<file path="src/rtl/pe_feed_pkg.sv">
// Shared definitions for the PE feed controller: FSM state encoding,
// the default watchdog limit and a counter-width helper.
package pe_feed_pkg;

  // Default number of cycles tolerated in CALC_WAIT before aborting a job
  localparam int TIMEOUT_DFLT = 64;

  // Controller states; the encoding is kept explicit so traces stay readable
  typedef enum logic [2:0] {
    IDLE      = 3'd0,
    LOAD      = 3'd1,
    CALC_RD   = 3'd2,
    CALC_FEED = 3'd3,
    CALC_WAIT = 3'd4,
    DONE      = 3'd5
  } feed_state_e;

  // Number of bits needed to hold values 0..max_val (never less than one)
  function automatic int bits_for(input int max_val);
    if (max_val < 2) begin
      return 1;
    end else begin
      return $clog2(max_val + 1);
    end
  endfunction

endpackage

</file>
<file path="src/rtl/pe_timeout_cnt.sv">
// Watchdog for the CALC_WAIT state: counts enabled cycles since the last
// clear and flags the cycle in which the TIMEOUT-th enabled cycle is reached.
module pe_timeout_cnt
  import pe_feed_pkg::*;
#(
  parameter int TIMEOUT = TIMEOUT_DFLT
) (
  input  logic aclk,
  input  logic aresetn,
  input  logic clear,
  input  logic enable,
  output logic expired
);

  localparam int CW = bits_for(TIMEOUT);
  localparam logic [CW-1:0] CNT_LAST = CW'(TIMEOUT - 1);
  localparam logic [CW-1:0] CNT_ONE  = CW'(1);

  logic [CW-1:0] cnt_r;

  // Count enabled cycles, restart on clear, saturate at the last value
  always_ff @(posedge aclk or negedge aresetn) begin
    if (!aresetn) begin
      cnt_r <= {CW{1'b0}};
    end else if (clear) begin
      cnt_r <= {CW{1'b0}};
    end else if (enable && (cnt_r != CNT_LAST)) begin
      cnt_r <= cnt_r + CNT_ONE;
    end else begin
      cnt_r <= cnt_r;
    end
  end

  // The count is zero in the first enabled cycle, so reaching CNT_LAST
  // marks the TIMEOUT-th cycle spent waiting.
  assign expired = enable && (cnt_r == CNT_LAST);

endmodule

</file>
<file path="src/rtl/pe_feed_ctrl.sv">
// Dot-product feed controller: loads the din vector into the PE local RAM,
// then streams the ain vector one element at a time, waiting for the PE to
// acknowledge each accumulation before feeding the next one.
module pe_feed_ctrl
  import pe_feed_pkg::*;
#(
  parameter int SIZE       = 8,
  parameter int L_RAM_SIZE = 3,
  parameter int TIMEOUT    = TIMEOUT_DFLT
) (
  input  logic                  aclk,
  input  logic                  aresetn,
  input  logic                  start,
  output logic                  busy,
  output logic                  done,
  output logic                  err,
  output logic [SIZE-1:0]       result,
  output logic [L_RAM_SIZE:0]   src_addr,
  input  logic [SIZE-1:0]       src_data,
  output logic [L_RAM_SIZE-1:0] pe_addr,
  output logic                  pe_we,
  output logic [SIZE-1:0]       pe_din,
  output logic [SIZE-1:0]       pe_ain,
  output logic                  pe_valid,
  input  logic                  pe_dvalid,
  input  logic [SIZE-1:0]       pe_dout
);

  localparam int N  = 1 << L_RAM_SIZE;
  localparam int AW = L_RAM_SIZE + 1;

  localparam logic [AW-1:0]         LD_LAST = AW'(N);
  localparam logic [AW-1:0]         LD_ONE  = AW'(1);
  localparam logic [L_RAM_SIZE-1:0] K_LAST  = L_RAM_SIZE'(N - 1);
  localparam logic [L_RAM_SIZE-1:0] K_ONE   = L_RAM_SIZE'(1);

  feed_state_e           state_r;
  logic [AW-1:0]         ld_cnt_r;     // LOAD cycle index 0..N
  logic [L_RAM_SIZE-1:0] k_r;          // element currently being fed
  logic [L_RAM_SIZE-1:0] k_next_s;
  logic                  busy_r;
  logic                  done_r;
  logic                  err_r;
  logic [SIZE-1:0]       result_r;
  logic [AW-1:0]         src_addr_r;
  logic [L_RAM_SIZE-1:0] pe_addr_r;
  logic                  pe_we_r;
  logic                  pe_valid_r;
  logic [SIZE-1:0]       ain_hold_r;   // operand kept stable while the PE works
  logic                  wd_clear_s;
  logic                  wd_enable_s;
  logic                  wd_expired_s;

  assign k_next_s    = k_r + K_ONE;
  assign wd_enable_s = (state_r == CALC_WAIT);
  assign wd_clear_s  = ~wd_enable_s;

  pe_timeout_cnt #(
    .TIMEOUT (TIMEOUT)
  ) u_watchdog (
    .aclk    (aclk),
    .aresetn (aresetn),
    .clear   (wd_clear_s),
    .enable  (wd_enable_s),
    .expired (wd_expired_s)
  );

  // Job sequencing FSM; every output register is set on the transition into
  // the state that owns it so it is valid for that whole state.
  always_ff @(posedge aclk or negedge aresetn) begin
    if (!aresetn) begin
      state_r    <= IDLE;
      ld_cnt_r   <= {AW{1'b0}};
      k_r        <= {L_RAM_SIZE{1'b0}};
      busy_r     <= 1'b0;
      done_r     <= 1'b0;
      err_r      <= 1'b0;
      result_r   <= {SIZE{1'b0}};
      src_addr_r <= {AW{1'b0}};
      pe_addr_r  <= {L_RAM_SIZE{1'b0}};
      pe_we_r    <= 1'b0;
      pe_valid_r <= 1'b0;
      ain_hold_r <= {SIZE{1'b0}};
    end else begin
      // Single-cycle strobes drop unless a transition below raises them
      done_r     <= 1'b0;
      pe_we_r    <= 1'b0;
      pe_valid_r <= 1'b0;
      case (state_r)
        IDLE: begin
          if (start) begin
            state_r    <= LOAD;
            busy_r     <= 1'b1;
            err_r      <= 1'b0;
            k_r        <= {L_RAM_SIZE{1'b0}};
            ld_cnt_r   <= {AW{1'b0}};
            src_addr_r <= {AW{1'b0}};
          end else begin
            state_r <= IDLE;
          end
        end

        LOAD: begin
          if (ld_cnt_r == LD_LAST) begin
            // Last din element has just been written; fetch ain[k]
            state_r    <= CALC_RD;
            src_addr_r <= {1'b1, k_r};
          end else begin
            // Read data for address ld_cnt_r arrives next cycle: write it then
            state_r    <= LOAD;
            ld_cnt_r   <= ld_cnt_r + LD_ONE;
            pe_we_r    <= 1'b1;
            pe_addr_r  <= ld_cnt_r[L_RAM_SIZE-1:0];
            src_addr_r <= ld_cnt_r + LD_ONE;
          end
        end

        CALC_RD: begin
          state_r    <= CALC_FEED;
          pe_valid_r <= 1'b1;
          pe_addr_r  <= k_r;
        end

        CALC_FEED: begin
          state_r    <= CALC_WAIT;
          ain_hold_r <= src_data;
        end

        CALC_WAIT: begin
          if (pe_dvalid) begin
            if (k_r == K_LAST) begin
              state_r  <= DONE;
              done_r   <= 1'b1;
              result_r <= pe_dout;
            end else begin
              state_r    <= CALC_RD;
              k_r        <= k_next_s;
              src_addr_r <= {1'b1, k_next_s};
            end
          end else if (wd_expired_s) begin
            state_r  <= DONE;
            done_r   <= 1'b1;
            err_r    <= 1'b1;
            result_r <= pe_dout;
          end else begin
            state_r <= CALC_WAIT;
          end
        end

        DONE: begin
          state_r <= IDLE;
          busy_r  <= 1'b0;
        end

        default: begin
          state_r <= IDLE;
          busy_r  <= 1'b0;
        end
      endcase
    end
  end

  assign busy     = busy_r;
  assign done     = done_r;
  assign err      = err_r;
  assign result   = result_r;
  assign src_addr = src_addr_r;
  assign pe_addr  = pe_addr_r;
  assign pe_we    = pe_we_r;
  assign pe_valid = pe_valid_r;

  // The source buffer answers one cycle after the address, so write data and
  // the fed operand come straight from src_data in the cycle they are used.
  assign pe_din = pe_we_r ? src_data : {SIZE{1'b0}};
  assign pe_ain = (state_r == CALC_FEED) ? src_data : ain_hold_r;

endmodule

</file>
<file path="config.mk">
export PLATFORM = sky130hd
export DESIGN_NAME = pe_feed_ctrl
export DESIGN_NICKNAME = d
export VERILOG_FILES = /design/src/rtl/pe_feed_pkg.sv /design/src/rtl/pe_timeout_cnt.sv /design/src/rtl/pe_feed_ctrl.sv
export SDC_FILE = /design/constraint.sdc
export NUM_CORES = 1
export LEC_CHECK = 0
export BUFFER_PORTS_ARGS = -buffer_cell sky130_fd_sc_hd__buf_2
export CAP_MARGIN = 10
export CORE_UTILIZATION = 43
export DETAILED_ROUTE_END_ITERATION = 12
export GPL_TIMING_DRIVEN = 0
export PLACE_DENSITY = 0.62
export REMOVE_ABC_BUFFERS = 1
export SLEW_MARGIN = 0
export SYNTH_ARGS = -nofsm -noshare
export SYNTH_HDL_FRONTEND = slang
export SYNTH_SLANG_ARGS = --single-unit
</file>
<file path="constraint.sdc">
create_clock -name aclk -period 5.1 [get_ports aclk]
set_input_delay 1.275 -clock aclk [delete_from_list [all_inputs] [get_ports aclk]]
set_output_delay 1.275 -clock aclk [all_outputs]
set_load 0.02 [all_outputs]
</file>
== Yosys cells after proc, flatten, opt, wreduce, memory -nomap -nowiden ==
Cells that the tools add are included.
Storage, ports and cells
  bits in registers: 45
  latch bits: 0
  bits in writable memories: 0
  memory bits (read-only): 0
  input port bits: 20
  output and inout bits: 36
  memories kept: 0
Cells by class
  $add $sub $neg: 3
  multiply operators: 0
  divide/modulo/power cells: 0
  magnitude comparators: 0
  eq/ne operators: 16
  shift operators: 0
  multiplexer cells: 39
  bitwise gates (word level): 1
  reductions and logical operators: 16
Operator list (number)
  8-bit 2-to-1 mux: 5
  4-bit 2-to-1 mux: 5
  3-bit 2-to-1 mux: 6
  3-bit case mux with 5 select lines: 1
  7-bit 2-to-1 mux: 2
  2-bit inequality test, second input constant: 7
  1-bit 2-to-1 mux: 13
  3-bit case mux with 2 select lines: 2
  4-bit case mux with 3 select lines: 1
  4-bit AND reduction: 3
  4-bit case mux with 2 select lines: 1
  2-bit nonzero test: 4
  7-bit by 1-bit adder with 7-bit output, second input constant: 1
  7-bit by 6-bit == test with 1-bit output, second input constant: 1
  7-bit by 6-bit inequality test with 1-bit output, second input constant: 1
  3-bit by 2-bit == test with 1-bit output, second input constant: 2
  3-bit == test, second input constant: 2
  3-bit AND reduction: 2
  4-bit by 1-bit adder with 4-bit output, second input constant: 1
  4-bit == test, second input constant: 1
  1-bit case mux with 2 select lines: 2
  2-bit AND reduction: 2
  4-bit OR reduction: 1
  3-bit by 1-bit adder with 3-bit output, second input constant: 1
  other kinds (7): 8

== Longest topological paths before layout ==
  word-level depth: 5
  mapped depth: 6

== Hierarchy ==
From an unflattened synthesis, not the netlist that was laid out.
Second synthesis, totals
  cells, all modules: 179
  area total of the unflattened synthesis: 2150.8 um^2
Modules (own cells, without submodules)
  pe_feed_ctrl: instances 1, cells each 140, area an instance 1760.4 um^2, seq. area each 950.9 um^2
  pe_timeout_cnt: instances 1, cells each 39, area an instance 390.4 um^2, seq. area each 175.2 um^2

== Worst setup path after synthesis ==
No wires, ideal clock.
  path kind: input -> output
  from: input src_data[0]
  to: output pe_ain[0]
  arrival: 1.582 ns
  required time: 3.825 ns
  path slack: 2.243 ns
  cell stages on the path: 1
  buffers on the path: 0
  cells stage by stage: mux2_2
Between the ends
  longest elaborated chain between the ends: 1
RTL lines
  start, declared: line pe_feed_ctrl.sv:19  | input logic [SIZE-1:0] src_data,
  8-bit 2-to-1 mux
  end, declared: line pe_feed_ctrl.sv:23  | output logic [SIZE-1:0] pe_ain,
No other way between the ends.

== Worst setup path in the final report ==
  from: register state_r[2]
  to: output pe_ain[2]
Between the ends
  longest elaborated chain between the ends: 2
RTL lines
  start, declared: line pe_feed_ctrl.sv:37  | feed_state_e state_r;
  start signal, assigned: line pe_feed_ctrl.sv:72  | state_r <= IDLE;
  start signal, assigned: line pe_feed_ctrl.sv:92  | state_r <= LOAD;
  start signal, assigned: line pe_feed_ctrl.sv:99  | state_r <= IDLE;
  3-bit by 2-bit == test with 1-bit output: line pe_feed_ctrl.sv:175  | assign pe_ain = (state_r == CALC_FEED) ? src_data : ain_hold_r;
  8-bit 2-to-1 mux
No other way between the ends.

==> out/results.ini <==
[cells_and_area]
fillers = 505
final_util_pct = 54.2
area_growth_pct = 17.9
final_nets = 304
diodes = 0
drive_above_1_share_pct = 28.6

[yosys]
yosysWarnings = 0
yosys.cell_count.top_type = dfrtp_1
synthTopCellsByCount = dfrtp_1, nand3_1, o211ai_1
synth_top_area_cell = dfrtp_1
synth_top_area_share_pct = 46.5
synth_cell_type_count = 45
yosysSeqAreaShare_pct = 46.5
synth_edf_count = 0
synthArstFlopShare_pct = 100
synth.area.top_cells = dfrtp_1, mux2_2, mux2i_1
netlist_area_um2 = 2420
avgSynthCellArea_um2 = 10.6
ys.flop_type = dfrtp_1
synth_cells = 228
synth_seq_cells = 45

[critical_path]
end_kind = output port
worstPathRequired_ps = 3830
worstSetupStartpointType = flop
critPathBufInv = 1
crit_fanout = 18
critPathSlowestCell = dfrtp_1
critical_path.max_stage_delay_ps = 680
path_delay_family = flip-flops
path_cells = nor2b_1, nand2_1, mux2_2, buf_2
worstPathArrival_ps = 2000
path_class = flop to output port

[floorplanning]
rows = 26
initial_utilization_pct = 45.9
core_um2 = 5270
io_pins = 56
fp.dieW_um = 77.0
die_y_um = 77.0
dieArea_um2 = 5930

[drt]
ant_nets = 0
first_iter_violations = 80
drcViolationCount = 0
first_pass_iters = 4
wl_per_cell_um = 15.2
vias = 1992
wl_mm = 5.33
via_per_inst = 5.69

[sta]
tns_ps = 0
maxSlewViolCount = 0
fin_crit_ps = 3270
rsz0062_at_grt = no
setup_violations = 0
max_slew.worst_pin.slew_ps = 1010
slew_headroom_pct = 33.0
final.setup_skew_ps = 8.58
fin_crit_sh_pct = 64.2
fmax_ghz = 0.306
hold_viol = 0

[clock_network]
cts_tree = built
htree_levels = 2
hold_buffers = 0
clk_path_buf_depth = 2
cts_sinks = 45
postCtsResizedCells = 0
cts.clk_slew.worst_paths_ps = 100
clk_latency_ps = 310
clockRootBuffer = clkbuf_8
cts_setup_buffers = 0
cts_buffers = 5

[global_routing]
overflow = 0
grt_pass1_vias = 1833
grt_use_total_pct = 19.2
antenna_found_initial = 0
grt_first_pass_wirelength_mm = 9.11
grt_max_degree = 46

[placed_design]
place.gp.congestion = 0.809
dp_hpwl_mm = 3.65
io_buffer_count = 55

[power]
power.switching_uw = 516
swShare_pct = 38.3
ir_drop_v = 0.000178
p_comb_share_pct = 40.0
p_leak_uw = 0.00137
p_per_area_nw_per_um2 = 472
sequentialPowerShare_pct = 39.2
p_int_uw = 833
clockPowerShare_pct = 20.8

[run]
maxCapViolCount = 0

[status]
status = complete, no violations

[worst_hold_path]
hold_path.class = flop to flop

path summary, 6_finish.rpt:
check	depth (start not counted)	from	slack, ps	end
min in group asynchronous	1	aresetn	1120	ain_hold_r[5]
hold / removal	1	ain_hold_r[7]	500	ain_hold_r[7]
setup / recovery	4	state_r[2]	1830	pe_ain[2]
hold reg to reg	1	ain_hold_r[7]	500	ain_hold_r[7]
setup reg to reg	5	k_r[0]	3110	state_r[0]
max in group asynchronous	1	aresetn	3350	src_addr[0]
layout by cell type (no fill, tap or decap), types with 2 or more instances in the layout:
cell type and instances:
buf_2 55, dfrtp_1 45, nand3_1 15, o211ai_1 12, mux2_2 11, o21ai_0 11
and3_1 10, mux2i_1 10, and2_1 9, nand4_1 9, nand2_1 8, inv_1 7
a21oi_1 6, nor2_1 5, a31oi_1 5, a22o_1 5, ha_1 5, clkbuf_8 5
nand2b_1 4, or3b_1 3, nor2b_1 3, nor3b_2 3, nand4bb_1 3, a21boi_0 3
nor4bb_1 3, nor3_1 3, nor4b_1 2, buf_6 2
flip-flops by register name, indices dropped and copies added (netlist names), 3 cells and up:
name,flops
result,8
u_watchdog.cnt_r,7
ain_hold_r,8
pe_addr,3
state_r,3
src_addr,4
k_r,3
ld_cnt_r,4
layer usage:
metal	global-route usage (%)	up-vias	share of wire (%)
li1	-	961	-
met2	28.7	71	43
met5	0	-	0
met4	5.85	0	1.4
met1	27.8	951	50
met3	4.29	9	5.7
metrics by stage:
| step | cell area [um^2] | setup WS (ps) | std cells | hold WS (ps) | power, uW |
|---|---|---|---|---|---|
| floorplan | 2350 | 2130 | 215 | 486 | 904 |
| global placement | 2710 | 1210 | 340 | 473 | 1070 |
| detailed placement | 2740 | 2020 | 342 | 482 | 1080 |
| CTS | 2850 | 1790 | 350 | 505 | 1360 |
| global route | 2850 | 1660 | 350 | 515 | 1440 |
| finish | 2850 | 1830 | 350 | 499 | 1350 |
area by class of cell:
cell class / count / area, um^2 / share of cell area (%)
inverters: 7 / 26.3 / 0.921
flip-flops and latches: 45 / 1130 / 39.5
repair buffers: 57 / 298 / 10.4
multi-input cells: 163 / 1200 / 42.1
well taps: 70 / 87.6 / 3.07
clock buffers: 5 / 68.8 / 2.41
clock inverters: 3 / 46.3 / 1.62
power groups by stage:
stage	sequential (uW)	combinational [uW]	clock [uW]
global route	542	596	300
detailed placement	535	543	0
global placement	531	539	0
CTS	527	545	286
floorplan	557	348	0
finish	528	540	281
logic make-up after synthesis:
group | after synthesis | synth area share (%)
compound gates | 52 | 15.4
xor+xnor | 1 | 0.362
fa+ha+maj | 5 | 2.59
simple gates | 84 | 21.9
flops | 45 | 46.5
buf+inv | 20 | 4.03
mux | 21 | 9.26
No activity file was read; power rests on OpenSTA's default activity.
